`config.mk`:
```
export PLATFORM = sky130hd
export DESIGN_NAME = pipe_ctrl_decoder
export DESIGN_NICKNAME = d
export VERILOG_FILES = /design/src/rtl/pipe_ctrl_pkg.sv /design/src/rtl/pipe_ctrl_hazard.sv /design/src/rtl/pipe_ctrl_decoder.sv
export SDC_FILE = /design/constraint.sdc
export NUM_CORES = 1
export LEC_CHECK = 0
export CAP_MARGIN = 10
export CELL_PAD_IN_SITES_DETAIL_PLACEMENT = 1
export CELL_PAD_IN_SITES_GLOBAL_PLACEMENT = 2
export CORE_ASPECT_RATIO = 0.6
export CORE_MARGIN = 4
export CORE_UTILIZATION = 24
export CTS_CLUSTER_SIZE = 10
export DETAILED_ROUTE_END_ITERATION = 6
export PLACE_DENSITY_LB_ADDON = 0.15
export SYNTH_ARGS = -nofsm -noshare
export SYNTH_HDL_FRONTEND = slang
export SYNTH_SLANG_ARGS = --single-unit
```
`constraint.sdc`:
```
create_clock -name clk -period 1.6 [get_ports clk]
set_input_delay 0.32 -clock clk [delete_from_list [all_inputs] [get_ports clk]]
set_output_delay 0.32 -clock clk [all_outputs]
set_load 0.01 [all_outputs]
```
`src/rtl/pipe_ctrl_pkg.sv`:
```
// Shared definitions for the ID/EX control decoder: opcode classes,
// FSM states, the control bundle and its bubble value.
package pipe_ctrl_pkg;

  localparam logic [1:0] CLS_LOAD  = 2'b00;
  localparam logic [1:0] CLS_STORE = 2'b01;
  localparam logic [1:0] CLS_ALU   = 2'b10;
  localparam logic [1:0] CLS_JUMP  = 2'b11;

  // Width of the wrong-path slot counter (supports 0..15 slots)
  localparam int unsigned FLUSH_CNT_W = 4;

  typedef enum logic {
    ST_RUN   = 1'b0,
    ST_FLUSH = 1'b1
  } state_t;

  typedef struct packed {
    logic jump;
    logic reg_write;
    logic mem_write;
    logic mem_read;
  } ctrl_t;

  localparam ctrl_t CTRL_BUBBLE = '0;

  // Map an opcode class onto its ID/EX control bundle
  function automatic ctrl_t decode_cls(input logic [1:0] cls);
    ctrl_t c;
    c = CTRL_BUBBLE;
    case (cls)
      CLS_LOAD:  begin c.reg_write = 1'b1; c.mem_read = 1'b1; end
      CLS_STORE: c.mem_write = 1'b1;
      CLS_ALU:   c.reg_write = 1'b1;
      CLS_JUMP:  begin c.jump = 1'b1; c.reg_write = 1'b1; end
    endcase
    return c;
  endfunction

endpackage

```
`src/rtl/pipe_ctrl_hazard.sv`:
```
// Load-use hazard comparator: flags a decode instruction that reads the
// destination of a load currently sitting in ID/EX.
module pipe_ctrl_hazard
  import pipe_ctrl_pkg::*;
#(
  parameter int unsigned REG_AW = 3
) (
  input  logic              valid,
  input  logic              run,
  input  logic              ex_valid,
  input  logic              ex_mem_read,
  input  logic [1:0]        cls,
  input  logic [REG_AW-1:0] ex_rd,
  input  logic [REG_AW-1:0] rs,
  input  logic [REG_AW-1:0] rt,
  output logic              stall
);

  // Jumps are never held; register 0 is compared like any other
  always_comb begin
    stall = valid && run && ex_valid && ex_mem_read && (cls != CLS_JUMP) &&
            ((ex_rd == rs) || (ex_rd == rt));
  end

endmodule

```
`src/rtl/pipe_ctrl_decoder.sv`:
```
// Registered ID/EX control decoder with load-use stall and jump flush.
// Optional perf counters enabled by defining PIPE_CTRL_PERF_CNT_EN.
module pipe_ctrl_decoder
  import pipe_ctrl_pkg::*;
#(
  parameter int unsigned OPCODE_W     = 4,
  parameter int unsigned REG_AW       = 3,
  parameter int unsigned FLUSH_CYCLES = 1
`ifdef PIPE_CTRL_PERF_CNT_EN
  ,
  parameter int unsigned CNT_W        = 16
`endif
) (
  input  logic                clk,
  input  logic                reset,
  input  logic                i_valid,
  input  logic [OPCODE_W-1:0] i_opcode,
  input  logic [REG_AW-1:0]   i_rs,
  input  logic [REG_AW-1:0]   i_rt,
  input  logic [REG_AW-1:0]   i_rd,
  output logic                o_stall,
  output logic                o_flush,
  output logic                o_ex_valid,
  output logic                o_jump,
  output logic                o_reg_write,
  output logic                o_mem_write,
  output logic                o_mem_read,
  output logic [OPCODE_W-3:0] o_alufunc,
  output logic [REG_AW-1:0]   o_rd
`ifdef PIPE_CTRL_PERF_CNT_EN
  ,
  output logic [CNT_W-1:0]    o_stall_cnt,
  output logic [CNT_W-1:0]    o_flush_cnt
`endif
);

  localparam logic [FLUSH_CNT_W-1:0] FLUSH_LD = FLUSH_CNT_W'(FLUSH_CYCLES);
  localparam bit                     FLUSH_EN = (FLUSH_CYCLES != 0);

  state_t                 state;
  logic [FLUSH_CNT_W-1:0] flush_cnt;
  ctrl_t                  ex_ctrl;
  ctrl_t                  dec_ctrl;
  logic [1:0]             cls;
  logic [OPCODE_W-3:0]    alufunc;
  logic                   run;
  logic                   accept;

  // Split opcode into class and ALU function, and decode the class
  always_comb begin
    cls      = i_opcode[OPCODE_W-1:OPCODE_W-2];
    alufunc  = i_opcode[OPCODE_W-3:0];
    dec_ctrl = decode_cls(cls);
    run      = (state == ST_RUN);
    accept   = i_valid && !o_stall && run;
  end

  pipe_ctrl_hazard #(
    .REG_AW (REG_AW)
  ) u_hazard (
    .valid       (i_valid),
    .run         (run),
    .ex_valid    (o_ex_valid),
    .ex_mem_read (ex_ctrl.mem_read),
    .cls         (cls),
    .ex_rd       (o_rd),
    .rs          (i_rs),
    .rt          (i_rt),
    .stall       (o_stall)
  );

  // RUN/FLUSH FSM plus the ID/EX register; anything not accepted becomes a bubble
  always_ff @(posedge clk or posedge reset) begin
    if (reset) begin
      state      <= ST_RUN;
      flush_cnt  <= '0;
      o_flush    <= 1'b0;
      ex_ctrl    <= CTRL_BUBBLE;
      o_ex_valid <= 1'b0;
      o_alufunc  <= '0;
      o_rd       <= '0;
    end else begin
      ex_ctrl    <= CTRL_BUBBLE;
      o_ex_valid <= 1'b0;
      o_alufunc  <= '0;
      o_rd       <= '0;
      case (state)
        ST_RUN: begin
          if (accept) begin
            ex_ctrl    <= dec_ctrl;
            o_ex_valid <= 1'b1;
            o_alufunc  <= alufunc;
            o_rd       <= i_rd;
            if (FLUSH_EN && (cls == CLS_JUMP)) begin
              state     <= ST_FLUSH;
              flush_cnt <= FLUSH_LD;
              o_flush   <= 1'b1;
            end
          end
        end
        ST_FLUSH: begin
          // Wrong-path slot squashed; a jump here never reloads the counter
          flush_cnt <= flush_cnt - FLUSH_CNT_W'(1);
          if (flush_cnt == FLUSH_CNT_W'(1)) begin
            state   <= ST_RUN;
            o_flush <= 1'b0;
          end
        end
        default: begin
          state   <= ST_RUN;
          o_flush <= 1'b0;
        end
      endcase
    end
  end

  assign o_jump      = ex_ctrl.jump;
  assign o_reg_write = ex_ctrl.reg_write;
  assign o_mem_write = ex_ctrl.mem_write;
  assign o_mem_read  = ex_ctrl.mem_read;

`ifdef PIPE_CTRL_PERF_CNT_EN
  // Saturating counts of stall cycles and flush cycles
  always_ff @(posedge clk or posedge reset) begin
    if (reset) begin
      o_stall_cnt <= '0;
      o_flush_cnt <= '0;
    end else begin
      if (o_stall && (o_stall_cnt != '1)) o_stall_cnt <= o_stall_cnt + CNT_W'(1);
      if (o_flush && (o_flush_cnt != '1)) o_flush_cnt <= o_flush_cnt + CNT_W'(1);
    end
  end
`endif

endmodule

```
==> summary.txt <==
Status
  – Outcome: finished, violations left
  – Violated checks: setup timing

Job
  – Max-cap violation count: 0

GRT
  – GRT overflow: 0
  – Wire length of the first global-routing pass: 3.32 mm
  – Largest net degree at the start of global routing: 17
  – Initial antenna violation count: 0
  – Number of global-route vias before repair: 672
  – Gr usage total: 11.0%

Floorplan
  – Site row count: 15
  – Die Y: between 50 and 60 µm
  – Core Region: 2890 µm²
  – Initial Util: between 20% and 30%
  – DIE WIDTH: 79.2 µm
  – # IOs: 28
  – Die area: 4020 µm²

Power
  – Peak supply drop: 509 µV
  – P_sw: 494 µW
  – Seq pwr share: 39.7%
  – Power per Cell Area: 1250 nW/µm²
  – Logic pwr share: a little under two fifths
  – Total power: 1.53 mW
  – Power share of the clock group: 23.2%
  – Switching fraction of total power: 32.2%
  – Internal Power: 1.04 mW
  – Pleak: between 0.5 and 0.6 nW

Worst setup path
  – Reg2reg end: o_reg_write$_DFF_PP0_
  – R2r setup slk: around 370 ps
  – Crit path required time: 1280 ps
  – CP Max Fanout: 3
  – Endpoint type of the worst setup path: primary output
  – R2R depth: 5
  – WP data arrival: between 1000 and 1500 ps
  – FF-to-FF Start: o_rd[0]$_DFF_PP0_
  – Startpoint type of the worst setup path: register
  – Crit path kind: reg2out

Clocking
  – Clk_lat worst skew: 250 ps
  – Clock Path Buffers: 2
  – CTS tree: done
  – Setup bufs post-CTS: 0
  – CTS sink cnt: 16
  – Hold_buf cts: 0
  – Root Buffer: clkbuf_8
  – Clock-pin slew on the worst setup and hold paths: approximately 60 ps
  – H-tree depth: 1
  – Total CTS buffers: 3

Layout
  – Most frequent cells in the layout: clkdlybuf4s50_1, nand2_1, dfrtp_1
  – Fillers: 335
  – Post-Layout Cell Count: about 160
  – Synth-to-Final Area Change: 67.8%
  – Post-route cell area: 1230 µm²
  – Commonest non-fill, non-tap cell in the layout: clkdlybuf4s50_1
  – N_diodes: 0
  – Ratio of cells with drive above 1 in the final layout: 25.7%
  – Final #Nets: 132

Timing
  – Measured slew at the worst slew-check pin: 255 ps
  – Fin worst setup slack: -103 ps
  – Finish-stage setup viols: 1
  – Final worst path period share: 106%
  – Max Clock Skew: 3.70 ps
  – Final min period: 1700 ps
  – RSZ-0062 raised after global routing: true
  – Slew margin rel.: approximately 83%
  – Fin. max-slew vios: 0
  – Maximum clock frequency: approximately 590 MHz
  – Endpoints failing hold: 0
  – WHS: between 300 and 400 ps

Place
  – Placed Area: 1110 µm²
  – Routability cong.: 0.724
  – PortBufs: 27
  – DP Cell Count: 151
  – DP HPWL: between 1.5 and 2 mm

Detailed routing
  – Length of the first detailed-routing pass in iterations: 3
  – Avg WL per Cell: 12.5 µm
  – Routed Antenna Nets: 0
  – Vias per inst: around 4
  – Detailed-route via count: 619
  – # DRC: 0
  – DRT iter0 DRCs: 18
  – WL final: 1.93 mm

Synth
  – Mapped Area: 731 µm²
  – Netlist cell types: 19
  – Synthesized area per cell: between 9 and 10 µm²
  – Post-Syn Nets: 92
  – Register area share after synthesis: between 50% and 60%
  – Synth warn: 0
  – Flops & latches, synth: 16
  – Gate count of the mapped netlist: between 70 and 80

Min path
  – Hold WC Path Type: in2async
==> worst max-delay path, stage by stage, from the launching register on <==
cell and delay [ps]:
dfrtp_2 440, xnor2_2 160, nand3_2 110, a21oi_4 160, and2_4 160, buf_6 90
==> registers in the layout, summed over array words and instances, names as in the netlist <==
| register | cells |
|---|---|
| flush_cnt | 4 |
| o_rd | 3 |
| o_flush | 1 |
| o_mem_read | 1 |
| o_jump | 1 |
| state | 1 |
| o_reg_write | 1 |
| o_alufunc | 2 |
| o_ex_valid | 1 |
| o_mem_write | 1 |
==> cell type report <==
cell class	count	area (µm²)	area share [%]
tap	42	52.6	4.29
inverter	5	18.8	1.53
timing repair buffer	37	343	28.0
clock buffer	4	55.1	4.49
multi-input combinational	51	353	28.8
sequential	16	404	33.0
==> routing by layer <==
layer  GRT usage, %  share of wire, %
met5              0                 0
met4           1.71                 0
met3           4.84               5.6
met2           15.9                43
met1           15.2                51
==> how the worst max path moves through the flow <==
stage	end	cells past startpoint	slack (ps)	startpoint
4_1_cts	o_stall	6	-170	i_rs[2]
3_3_place_gp	o_stall	6	-680	i_rs[0]
6_report	o_stall	5	-100	o_rd[0]$_DFF_PP0_
5_1_grt	o_stall	5	-180	o_rd[1]$_DFF_PP0_
2_1_floorplan	o_stall	4	140	o_rd[2]$_DFF_PP0_
3_5_place_dp	o_stall	6	-700	i_rs[0]
==> Yosys cell counts, drive strengths merged <==
| cell type | n | area (µm²) |
|---|---|---|
| dfrtp | 16 | 400 |
| nand2 | 13 | 48.8 |
| nand3 | 9 | 50.1 |
| nor2 | 9 | 33.8 |
| xnor2 | 6 | 52.6 |
| inv | 5 | 18.8 |
| o21ai | 3 | 15.0 |
| a21oi | 2 | 21.3 |
| buf | 2 | 16.3 |
| ha | 2 | 25.0 |
| nor4 | 2 | 12.5 |
| and2 | 1 | 6.26 |
| mux2i | 1 | 10.0 |
| nand2b | 1 | 6.26 |
| nor2b | 1 | 6.26 |
| nor3b | 1 | 7.51 |
==> power by group through the flow <==
stage               clock network [mW]  logic [mW]  registers [mW]
global route                     0.385       0.653           0.632
detailed placement                   0       0.551           0.606
global placement                     0       0.531           0.602
floorplan                            0       0.286           0.614
CTS                              0.370       0.568           0.605
finish                           0.356       0.570           0.608
==> cells by family (layout without fill, tap and decap cells) <==
logic type | after synthesis | in the layout | share of synthesized area [%]
muxes | 1 | 1 | 1.37
xor gates and xnor gates | 6 | 6 | 7.19
buffers and inverters | 7 | 46 | 4.79
adders and majority gates | 2 | 2 | 3.42
DFF | 16 | 16 | 54.8
AOI/OAI and AO/OA | 5 | 5 | 4.97
and+or+nand+nor | 37 | 37 | 23.5
==> stage by stage <==
stage	setup TNS (ps)	util, %	worst slack (ps)
2_1_floorplan	0	-	137
3_3_place_gp	-707	38.5	-679
3_5_place_dp	-1020	38.5	-702
4_1_cts	-168	41.3	-168
5_1_grt	-176	42.4	-176
6_report	-103	42.4	-103
==> repair_timing <==
item	in CTS	in global routing
pin swaps	9	6
resized for setup	16	7
endpoints found under the setup margin	1	2
Note: power is estimated with default switching activity, not from simulation.
